===== config.mk =====
export PLATFORM = sky130hd
export DESIGN_NAME = dl_stream_demux3
export DESIGN_NICKNAME = d
export VERILOG_FILES = /design/src/rtl/dl_stream_demux3.sv
export SDC_FILE = /design/constraint.sdc
export NUM_CORES = 1
export LEC_CHECK = 0
export BUFFER_PORTS_ARGS = -buffer_cell sky130_fd_sc_hd__buf_4
export CAP_MARGIN = 25
export CORE_MARGIN = 2
export CORE_UTILIZATION = 61
export DETAILED_ROUTE_END_ITERATION = 7
export PLACE_DENSITY_LB_ADDON = 0.25
export SYNTH_ARGS = -nofsm -noshare
export SYNTH_HDL_FRONTEND = slang
export SYNTH_SLANG_ARGS = --single-unit

===== constraint.sdc =====
create_clock -name clk -period 4.27 [get_ports clk]
set_input_delay 0.427 -clock clk [delete_from_list [all_inputs] [get_ports clk]]
set_output_delay 0.427 -clock clk [all_outputs]
set_load 0.01 [all_outputs]

===== src/rtl/dl_stream_demux3.sv =====
// Streaming 1-to-3 demultiplexer. Each output owns a 2-entry FIFO, so a stalled
// consumer only blocks beats that are selected to its own output.

module dl_stream_demux3_buf #(
   parameter int NUM_BITS = 32
) (
   input  logic                clk,
   input  logic                rst_n,
   input  logic                push,
   input  logic                pop,
   input  logic [NUM_BITS-1:0] wdata,
   output logic                valid,
   output logic                full,
   output logic [NUM_BITS-1:0] rdata
);

   logic [1:0][NUM_BITS-1:0] mem;
   logic [1:0]               cnt;
   logic                     rptr;
   logic                     wptr;
   logic                     do_pop;

   assign valid  = (cnt != 2'd0);
   assign full   = (cnt == 2'd2);
   assign rdata  = mem[rptr];
   // pop carries the consumer's ready; only an occupied buffer actually pops
   assign do_pop = pop && valid;

   always_ff @(posedge clk or negedge rst_n) begin
      if (!rst_n) begin
         mem  <= '0;
         cnt  <= 2'd0;
         rptr <= 1'b0;
         wptr <= 1'b0;
      end else begin
         if (push) begin
            mem[wptr] <= wdata;
            wptr      <= ~wptr;
         end
         if (do_pop) rptr <= ~rptr;
         case ({push, do_pop})
            2'b10:   cnt <= cnt + 2'd1;
            2'b01:   cnt <= cnt - 2'd1;
            default: cnt <= cnt;
         endcase
      end
   end

endmodule

module dl_stream_demux3 #(
   parameter int NUM_BITS = 32
) (
   input  logic                clk,
   input  logic                rst_n,
   input  logic                in_valid,
   output logic                in_ready,
   input  logic [NUM_BITS-1:0] in_data,
   input  logic [1:0]          in_sel,
   output logic                out0_valid,
   input  logic                out0_ready,
   output logic [NUM_BITS-1:0] out0_data,
   output logic                out1_valid,
   input  logic                out1_ready,
   output logic [NUM_BITS-1:0] out1_data,
   output logic                out2_valid,
   input  logic                out2_ready,
   output logic [NUM_BITS-1:0] out2_data
);

   localparam int NUM_OUTS = 3;

   logic [NUM_OUTS-1:0]               full;
   logic [NUM_OUTS-1:0]               valid;
   logic [NUM_OUTS-1:0]               ready;
   logic [NUM_OUTS-1:0]               push;
   logic [NUM_OUTS-1:0][NUM_BITS-1:0] rdata;
   logic [1:0]                        sel_eff;
   logic                              rel;

   // sel 3 folds onto out0, matching the dl_mux3 default leg
   assign sel_eff  = (in_sel == 2'd3) ? 2'd0 : in_sel;
   assign in_ready = rel && !full[sel_eff];
   assign ready    = {out2_ready, out1_ready, out0_ready};

   always_ff @(posedge clk or negedge rst_n) begin
      if (!rst_n) rel <= 1'b0;
      else        rel <= 1'b1;
   end

   for (genvar g = 0; g < NUM_OUTS; g++) begin : g_out
      assign push[g] = in_valid && in_ready && (sel_eff == 2'(g));

      dl_stream_demux3_buf #(.NUM_BITS(NUM_BITS)) u_buf (
         .clk   (clk),
         .rst_n (rst_n),
         .push  (push[g]),
         .pop   (ready[g]),
         .wdata (in_data),
         .valid (valid[g]),
         .full  (full[g]),
         .rdata (rdata[g])
      );
   end

   assign out0_valid = valid[0];
   assign out1_valid = valid[1];
   assign out2_valid = valid[2];
   assign out0_data  = rdata[0];
   assign out1_data  = rdata[1];
   assign out2_data  = rdata[2];

endmodule


==> results.rst, run 1 <==
.. list-table::
   :header-rows: 1

   * - Metric
     - Value
   * - Outcome
     - complete, no violations
   * - Maximum number of pins on one net before global-route repair
     - 126
   * - Worst Path Class, Setup
     - register to primary output
   * - Total DRC errors in the routed layout
     - 0
   * - Area of the placeable core
     - 14530 µm²
   * - Slew @ Worst Pin
     - 1.016 ns
   * - Placed Cells incl. Taps
     - 874
   * - Final total negative setup slack
     - 0 ns
   * - Yosys cell types
     - 28
   * - Number of setup buffers added after CTS
     - 0
   * - Antenna violations before repair
     - 0
   * - Post-Syn Area
     - 9107 µm²
   * - Final HPWL from detailed placement
     - 12180 µm
   * - Share of the synthesized area in the top cell type
     - 56.33%
   * - Post-synthesis sequential element count
     - 205
   * - Wire length of the first global-routing pass
     - 31120 µm
   * - IO Pins
     - 140
   * - CTS tree
     - yes
   * - X dimension of the die
     - 126.2 µm
   * - Synth top area cells
     - sky130_fd_sc_hd__dfrtp_1 (56%), sky130_fd_sc_hd__mux2_2 (27%), sky130_fd_sc_hd__mux2_1 (4.9%)
   * - Headroom to the max-slew limit
     - 32.29%
   * - Number of standard-cell rows in the floorplan
     - 44
   * - CTS Sinks
     - 205
   * - Fraction of layout instances using a drive strength above 1
     - 60.30%
   * - DIE AREA
     - 15920 µm²
   * - Bufs on Longest Clock Path
     - 3
   * - Fin crit share
     - 59.22%
   * - Post-detailed-route count of antenna-violating nets
     - 0
   * - Register clock-pin slew on the reported worst setup and hold paths
     - 0.06 ns
   * - Clock Skew
     - 0.005879 ns
   * - Crit path DAT
     - 2.10 ns
   * - Vias after detailed routing
     - 5176
   * - Net total in the final layout
     - 760
   * - Number of port buffers
     - 139
   * - Crit path capture type
     - primary output
   * - Average detailed-routed wire length per instance
     - 21.00 µm
   * - CTS Buf Count
     - 21
   * - Vertical die dimension
     - 126.2 µm
   * - Gpl congestion
     - 0.8098
   * - Setup-failing EPs final
     - 0
   * - Yosys warning total
     - 0
   * - Congestion Overflow GR
     - 0
   * - Most frequent standard cell in the layout excluding fill and tap cells
     - sky130_fd_sc_hd__mux2_2
   * - Count of non-filler cells in the finished layout
     - 912
   * - Average size of a mapped cell
     - 15.78 µm²
   * - Highest Clock Rate
     - 395.4 MHz
   * - Most frequent cells in the layout
     - sky130_fd_sc_hd__mux2_2 (218), sky130_fd_sc_hd__dfrtp_1 (202), sky130_fd_sc_hd__buf_4 (142)
   * - Router iterations before antenna repair
     - 4
   * - Cell taking the most area after synthesis
     - sky130_fd_sc_hd__dfrtp_1
   * - Fill cell total of the finished layout
     - 938
   * - Static leakage
     - 5.107 nW
   * - Highest fanout seen on the critical path
     - 33
   * - Starting DRT DRC Count
     - 227
   * - Share of synthesized area occupied by flip-flops and latches
     - 56.33%
   * - Via count of the first global-routing pass
     - 5801
   * - Level count of the clock H-tree
     - 1
   * - Clock tree root buffer cell
     - sky130_fd_sc_hd__clkbuf_16
   * - Gate count after technology mapping
     - 577
   * - Overall power of the completed layout
     - 0.009069 W
   * - CP required
     - 3.84 ns
   * - Routed wire length
     - 19150 µm
   * - Worst voltage drop across the vdd grid
     - 0.0005379 V
   * - Cts hold-fix bufs
     - 0
   * - Count of pins over their slew limit
     - 0
   * - Vias/cell
     - 5.675
   * - Final core occ
     - 75.54%
   * - Synthesis-to-layout area growth
     - 20.55%
   * - Type of the most critical hold path
     - input port to register
   * - Mapped Nets
     - 622
   * - Nature of the critical path startpoint
     - register
   * - Minimum period implied by the final worst setup slack
     - 2.529 ns
   * - Clock insertion delay at the later pin of the skew report
     - 0.48 ns
   * - Initial standard-cell utilization of the core
     - 62.66%
   * - Power density over cell area
     - 826.0 nW/µm²
   * - Global Route Usage Sum
     - 24.55%
   * - # diodes
     - 0
   * - Maxcap violations
     - 0
   * - Unrepaired setup endpoints after global routing
     - no
   * - Number of gates given a new drive strength after cts
     - 0
   * - Final hold violations
     - 0
## power breakdown
group	internal (W)	leakage, nW	switching (W)
registers	0.00290	2.51	0.000745
logic	0.00230	2.26	0.00134
clock network	0.00108	0.337	0.000706
total	0.00628	5.11	0.00279
## state kept, by name (all words and copies together) (netlist names)
register          flops
g_out.u_buf.wptr      3
rel                   1
g_out.u_buf.rptr      3
g_out.u_buf.mem     192
g_out.u_buf.cnt       6
## routing by layer
layer / up-vias / wire length [µm] / global-route usage [%]
li1: 2323 / - / -
met1: 2734 / 8264 / 33.20
met2: 99 / 9955 / 42.79
met3: 20 / 667 / 3.993
met4: 0 / 262 / 4.396
met5: - / 0 / 0
## synth_stat cells
master                        n
sky130_fd_sc_hd__nor2_2       1
sky130_fd_sc_hd__xor2_1       6
sky130_fd_sc_hd__or2_2        3
sky130_fd_sc_hd__buf_2        8
sky130_fd_sc_hd__and2_1       3
sky130_fd_sc_hd__nand4bb_1    1
sky130_fd_sc_hd__mux2_2     218
sky130_fd_sc_hd__or4bb_1      1
sky130_fd_sc_hd__or2_1        2
sky130_fd_sc_hd__dfrtp_1    205
sky130_fd_sc_hd__nor2_1       6
sky130_fd_sc_hd__xnor2_1      9
sky130_fd_sc_hd__inv_1        4
sky130_fd_sc_hd__and3_1       1
sky130_fd_sc_hd__nand4b_2     1
sky130_fd_sc_hd__buf_8        3
sky130_fd_sc_hd__clkbuf_1    12
sky130_fd_sc_hd__conb_1       1
sky130_fd_sc_hd__nand4_1      1
sky130_fd_sc_hd__ha_1         5
sky130_fd_sc_hd__buf_4        3
sky130_fd_sc_hd__nand4_2      2
sky130_fd_sc_hd__or4b_1       1
sky130_fd_sc_hd__or3b_1       2
sky130_fd_sc_hd__mux2_4      30
sky130_fd_sc_hd__mux2_1      40
sky130_fd_sc_hd__nand2_1      2
sky130_fd_sc_hd__buf_6        6
## through the flow
| stage | worst slack [ns] | hold slack, ns | instance area [µm²] |
|---|---|---|---|
| floorplan | 2.172 | 0.1314 | 9107 |
| global placement | 1.501 | 0.4679 | 10220 |
| detailed placement | 1.370 | 0.4753 | 10260 |
| CTS | 1.736 | 0.1360 | 10940 |
| global route | 1.598 | 0.1972 | 10980 |
| finish | 1.741 | 0.2078 | 10980 |
## final cells by class
cell class / count / area [µm²] / area share (%)
repair buffers: 147 / 1157 / 10.54
inverters: 4 / 15.01 / 0.1368
clock inverters: 3 / 40.04 / 0.3647
well taps: 184 / 230.2 / 2.097
flip-flops and latches: 205 / 5134 / 46.76
clock buffers: 33 / 640.6 / 5.835
multi-input cells: 336 / 3762 / 34.27
## final timing paths
kind | depth (start not counted) | start | slack [ns] | end
setup reg to reg | 5 | g_out[1].u_buf.cnt[1] | 1.76 | g_out[0].u_buf.mem[58]
min in group asynchronous | 2 | rst_n | 0.37 | g_out[1].u_buf.mem[42]
max in group asynchronous | 4 | rst_n | 2.56 | g_out[0].u_buf.mem[18]
setup / recovery | 2 | g_out[1].u_buf.rptr | 1.74 | out1_data[12]
hold / removal | 2 | in_data[3] | 0.21 | g_out[0].u_buf.mem[35]
hold reg to reg | 1 | g_out[0].u_buf.mem[57] | 0.49 | g_out[0].u_buf.mem[57]
## worst max-delay path: stages (launching register included)
cell,delay [ns]
sky130_fd_sc_hd__dfrtp_2,0.99
sky130_fd_sc_hd__mux2_2,0.45
sky130_fd_sc_hd__buf_4,0.15
## logic make-up (layout without fill, tap and decap cells)
| kind of cell | after synthesis | count (layout) | share of synthesized area [%] |
|---|---|---|---|
| other | 1 | 1 | 0.04117 |
| buffers and inverters | 36 | 187 | 2.583 |
| xor gates and xnor gates | 15 | 15 | 1.443 |
| DFF | 205 | 205 | 56.33 |
| adders and majority gates | 5 | 5 | 0.6869 |
| muxes | 288 | 288 | 36.85 |
| and+or+nand+nor | 27 | 27 | 2.075 |
Note: power is estimated with default switching activity, not from simulation.
==> run 2, diff against run 1 <==
- ABC_AREA: default -> 1
- CORE_UTILIZATION: 61 -> 52
- clock period: 4.27 -> 2.27 ns (I/O delays scaled with it)
==> run 2 against run 1 <==
Net effect:
- die area up 24%
- via count grew 65%
- sequential share of layout area decreased by 2.3 points
- worst hold slack got worse by 0.19 ns
- clock power increased by 100%
- synthesized area up 6.2%
- clock skew increased by 0.0020 ns
- critical path depth is 9 higher
- register-to-register slack got worse by 1.6 ns
- critical path type is now register to register
- critical endpoint is now g_out[2].u_buf.cnt[1]
==> results.rst, run 2 <==
.. list-table::
   :header-rows: 1

   * - Metric
     - Value
   * - Static leakage
     - 6.509 nW
   * - Average detailed-routed wire length per instance
     - 16.92 µm
   * - Synthesis-to-layout area growth
     - 19.33%
   * - Adder-Cell Fraction of Synth Area
     - 0.6469%
   * - Number of setup buffers added after CTS
     - 0
   * - Critical-path top delay cell
     - sky130_fd_sc_hd__dfrtp_1
   * - Fraction of layout instances using a drive strength above 1
     - 15.98%
   * - Number of gates given a new drive strength after cts
     - 0
   * - CTS Sinks
     - 205
   * - Fin crit share
     - 91.01%
   * - Final total negative setup slack
     - 0 ns
   * - Routed wire length
     - 26850 µm
   * - Yosys warning total
     - 0
   * - Number of port buffers
     - 139
   * - Fill cell total of the finished layout
     - 1543
   * - Type of the most critical hold path
     - input port to register
   * - Global Route Usage Sum
     - 27.79%
   * - Crit path top cell by count
     - sky130_fd_sc_hd__nor2_4
   * - Wire length of the first global-routing pass
     - 43830 µm
   * - # diodes
     - 0
   * - Maximum single-stage delay on the critical path
     - 0.41 ns
   * - Unrepaired setup endpoints after global routing
     - no
   * - NetSw
     - 0.006918 W
   * - Cell taking the most area after synthesis
     - sky130_fd_sc_hd__dfrtp_1
   * - Count of pins over their slew limit
     - 0
   * - Initial standard-cell utilization of the core
     - 53.47%
   * - Outcome
     - complete, no violations
   * - CP required
     - 2.65 ns
   * - Maximum number of pins on one net before global-route repair
     - 67
   * - Power density over cell area
     - 1509 nW/µm²
   * - Crit path cell chain
     - inv_2 -> nand2_1 -> nor2_1 -> nor2_4 -> nand3_1 -> nor2_4 -> inv_1 -> ha_1 -> a21oi_1 -> o21ai_0 -> xor2_1
   * - Synth top area cells
     - sky130_fd_sc_hd__dfrtp_1 (53%), sky130_fd_sc_hd__nand2_1 (27%), sky130_fd_sc_hd__nand3_1 (10%)
   * - Maxcap violations
     - 0
   * - Vias/cell
     - 5.388
   * - Yosys cell types
     - 21
   * - Vertical die dimension
     - 140.4 µm
   * - Internal power
     - 0.01050 W
   * - Number of standard-cell rows in the floorplan
     - 49
   * - CTS Buf Count
     - 23
   * - Compound-gate portion of the synthesized area
     - 0.3105%
   * - Largest regs
     - g_out.u_buf.mem (192), g_out.u_buf.cnt (6)
   * - Crit path DAT
     - 2.45 ns
   * - Dpl cell area
     - 10780 µm²
   * - Ys flop type
     - sky130_fd_sc_hd__dfrtp_1
   * - Post-synthesis sequential element count
     - 205
   * - Clock tree root buffer cell
     - sky130_fd_sc_hd__clkbuf_16
   * - X dimension of the die
     - 140.4 µm
   * - Gate count after technology mapping
     - 1229
   * - Post-layout instance area
     - 11540 µm²
   * - Antenna violations before repair
     - 0
   * - Nature of the critical path startpoint
     - register
   * - Crit path capture type
     - register
   * - XOR/XNOR share of the synthesized area
     - 0.8151%
   * - Clock share of power
     - 20.7%
   * - Clock Skew
     - 0.007875 ns
   * - Worst voltage drop across the vdd grid
     - 0.0008977 V
   * - Post-Synth Simple-Gate Area
     - 38.43%
   * - Area of the placeable core
     - 18090 µm²
   * - Fraction of synthesis flops using an asynchronous set or reset pin
     - 100.0%
   * - Clock insertion delay at the later pin of the skew report
     - 0.50 ns
   * - Register clock-pin slew on the reported worst setup and hold paths
     - 0.06 ns
   * - Slew @ Worst Pin
     - 0.5889 ns
   * - Worst Path Class, Setup
     - register to register
   * - Share of power burned in registers
     - 36.4%
   * - Largest register FFs
     - 192
   * - Headroom to the max-slew limit
     - 60.70%
   * - Minimum period implied by the final worst setup slack
     - 2.066 ns
   * - IO Pins
     - 140
   * - Register containing the most flip-flops in the final layout
     - g_out.u_buf.mem
   * - Setup-failing EPs final
     - 0
   * - Post-Syn Area
     - 9671 µm²
   * - Most frequent cell after synthesis
     - sky130_fd_sc_hd__nand2_1
   * - Gpl congestion
     - 0.7973
   * - Starting DRT DRC Count
     - 782
   * - CTS tree
     - yes
   * - Router iterations before antenna repair
     - 6
   * - Average size of a mapped cell
     - 7.869 µm²
   * - Total DRC errors in the routed layout
     - 0
   * - Count of flip-flops with a built-in enable after synthesis
     - 0
   * - DIE AREA
     - 19700 µm²
   * - Highest Clock Rate
     - 484.0 MHz
   * - Portion of netlist area occupied by mux cells
     - 0%
   * - Final HPWL from detailed placement
     - 17000 µm
   * - Dominant combinational cell family by area after synthesis
     - simple AND/OR/NAND/NOR gates
   * - Share of synthesized area occupied by flip-flops and latches
     - 53.05%
   * - Net total in the final layout
     - 1388
   * - Most frequent cells in the layout
     - sky130_fd_sc_hd__nand2_1 (688), sky130_fd_sc_hd__dfrtp_1 (205), sky130_fd_sc_hd__nand3_1 (195)
   * - Vias after detailed routing
     - 8550
   * - Share of the synthesized area in the top cell type
     - 53.05%
   * - Fraction of power spent switching nets
     - 39.72%
   * - Most frequent standard cell in the layout excluding fill and tap cells
     - sky130_fd_sc_hd__nand2_1
   * - Bufs on Longest Clock Path
     - 3
   * - Fraction of power consumed by combinational cells
     - 42.9%
   * - Level count of the clock H-tree
     - 1
   * - Mapped Nets
     - 1274
   * - Post-detailed-route count of antenna-violating nets
     - 0
   * - Congestion Overflow GR
     - 0
   * - Final hold violations
     - 0
   * - Leading cell types by count after synthesis
     - sky130_fd_sc_hd__nand2_1 (688), sky130_fd_sc_hd__dfrtp_1 (205), sky130_fd_sc_hd__nand3_1 (195)
   * - Highest fanout seen on the critical path
     - 4
   * - Via count of the first global-routing pass
     - 8274
==> run 2: changes by cell type in the layout (fill, tap and decap cells not counted), sizes merged, moves of 4 or more <==
cell	delta
buf	+22
clkbuf	+4
clkinv	+4
inv	+19
mux2	-288
nand2	+687
nand3	+201
or2	-5
xnor2	-6
==> run 2: kinds of logic after synthesis <==
logic type                 Yosys count
AOI/OAI and AO/OA                    6
xor gates and xnor gates             9
adders and majority gates            5
buffers and inverters              107
DFF                                205
other                                1
and+or+nand+nor                    896
==> run 2: layer usage <==
| metal | vias to the layer above | part of all wire [%] | global-route usage, % |
|---|---|---|---|
| li1 | 4063 | - | - |
| met2 | 355 | 48 | 46.21 |
| met3 | 37 | 7.7 | 4.479 |
| met4 | 0 | 2.0 | 6.805 |
| met5 | - | 0 | 0 |
| met1 | 4095 | 42 | 38.51 |
==> run 2: timing repair <==
item	4_1_cts	5_1_grt
hold buffers	2	0
setup endpoints to repair	0	0
endpoints found under the hold margin	63	0
==> run 2: worst max-delay path: cells and delay by family, from the launching register on <==
kind            cells  cell delay [ns]
simple gates        5             0.67
flops               1             0.41
fa+ha+maj           1             0.31
compound gates      2             0.25
xor+xnor            1             0.16
buf+inv             2             0.14
==> run 2: final timing paths <==
path,slack (ns),end,from,depth (start not counted)
min in group asynchronous,0.29,g_out[2].u_buf.mem[8],rst_n,2
max in group asynchronous,1.20,g_out[1].u_buf.mem[46],rst_n,3
max,0.20,g_out[2].u_buf.cnt[1],g_out[2].u_buf.cnt[0],11
max reg2reg,0.20,g_out[2].u_buf.cnt[1],g_out[2].u_buf.cnt[0],11
min,0.02,g_out[0].u_buf.mem[39],in_data[7],3
min reg2reg,0.47,g_out[1].u_buf.mem[30],g_out[1].u_buf.mem[30],2
==> run 2: power groups by stage <==
stage          combinational, W  sequential [W]  clock, W
3_3_place_gp            0.00730         0.00631         0
2_1_floorplan           0.00428         0.00613         0
4_1_cts                 0.00750         0.00634   0.00365
6_report                0.00747         0.00635   0.00360
3_5_place_dp            0.00745         0.00637         0
5_1_grt                 0.00828         0.00656   0.00381
==> run 2: stage by stage <==
stage / util, % / worst slack [ns] / std cells / hold slack, ns / total power [W]
CTS: 63.80 / 0.2171 / 1587 / 0.009004 / 0.01748
global placement: 59.62 / 0.1308 / 1545 / 0.2670 / 0.01361
finish: 63.80 / 0.2040 / 1587 / 0.02031 / 0.01742
floorplan: - / 0.2380 / 1229 / -0.06859 / 0.01041
global route: 63.80 / 0.09363 / 1587 / 0.007433 / 0.01865
detailed placement: 59.62 / 0.004361 / 1545 / 0.2603 / 0.01382
==> run 2: cell type report <==
type                    count  area, µm²  area share [%]
multi-input cells         917       3914           33.92
clock buffers              37      718.2           6.224
repair buffers            170       1375           11.92
well taps                 229      286.5           2.483
clock inverters             3      18.77          0.1626
flip-flops and latches    205       5130           44.45
inverters                  26      97.59          0.8457
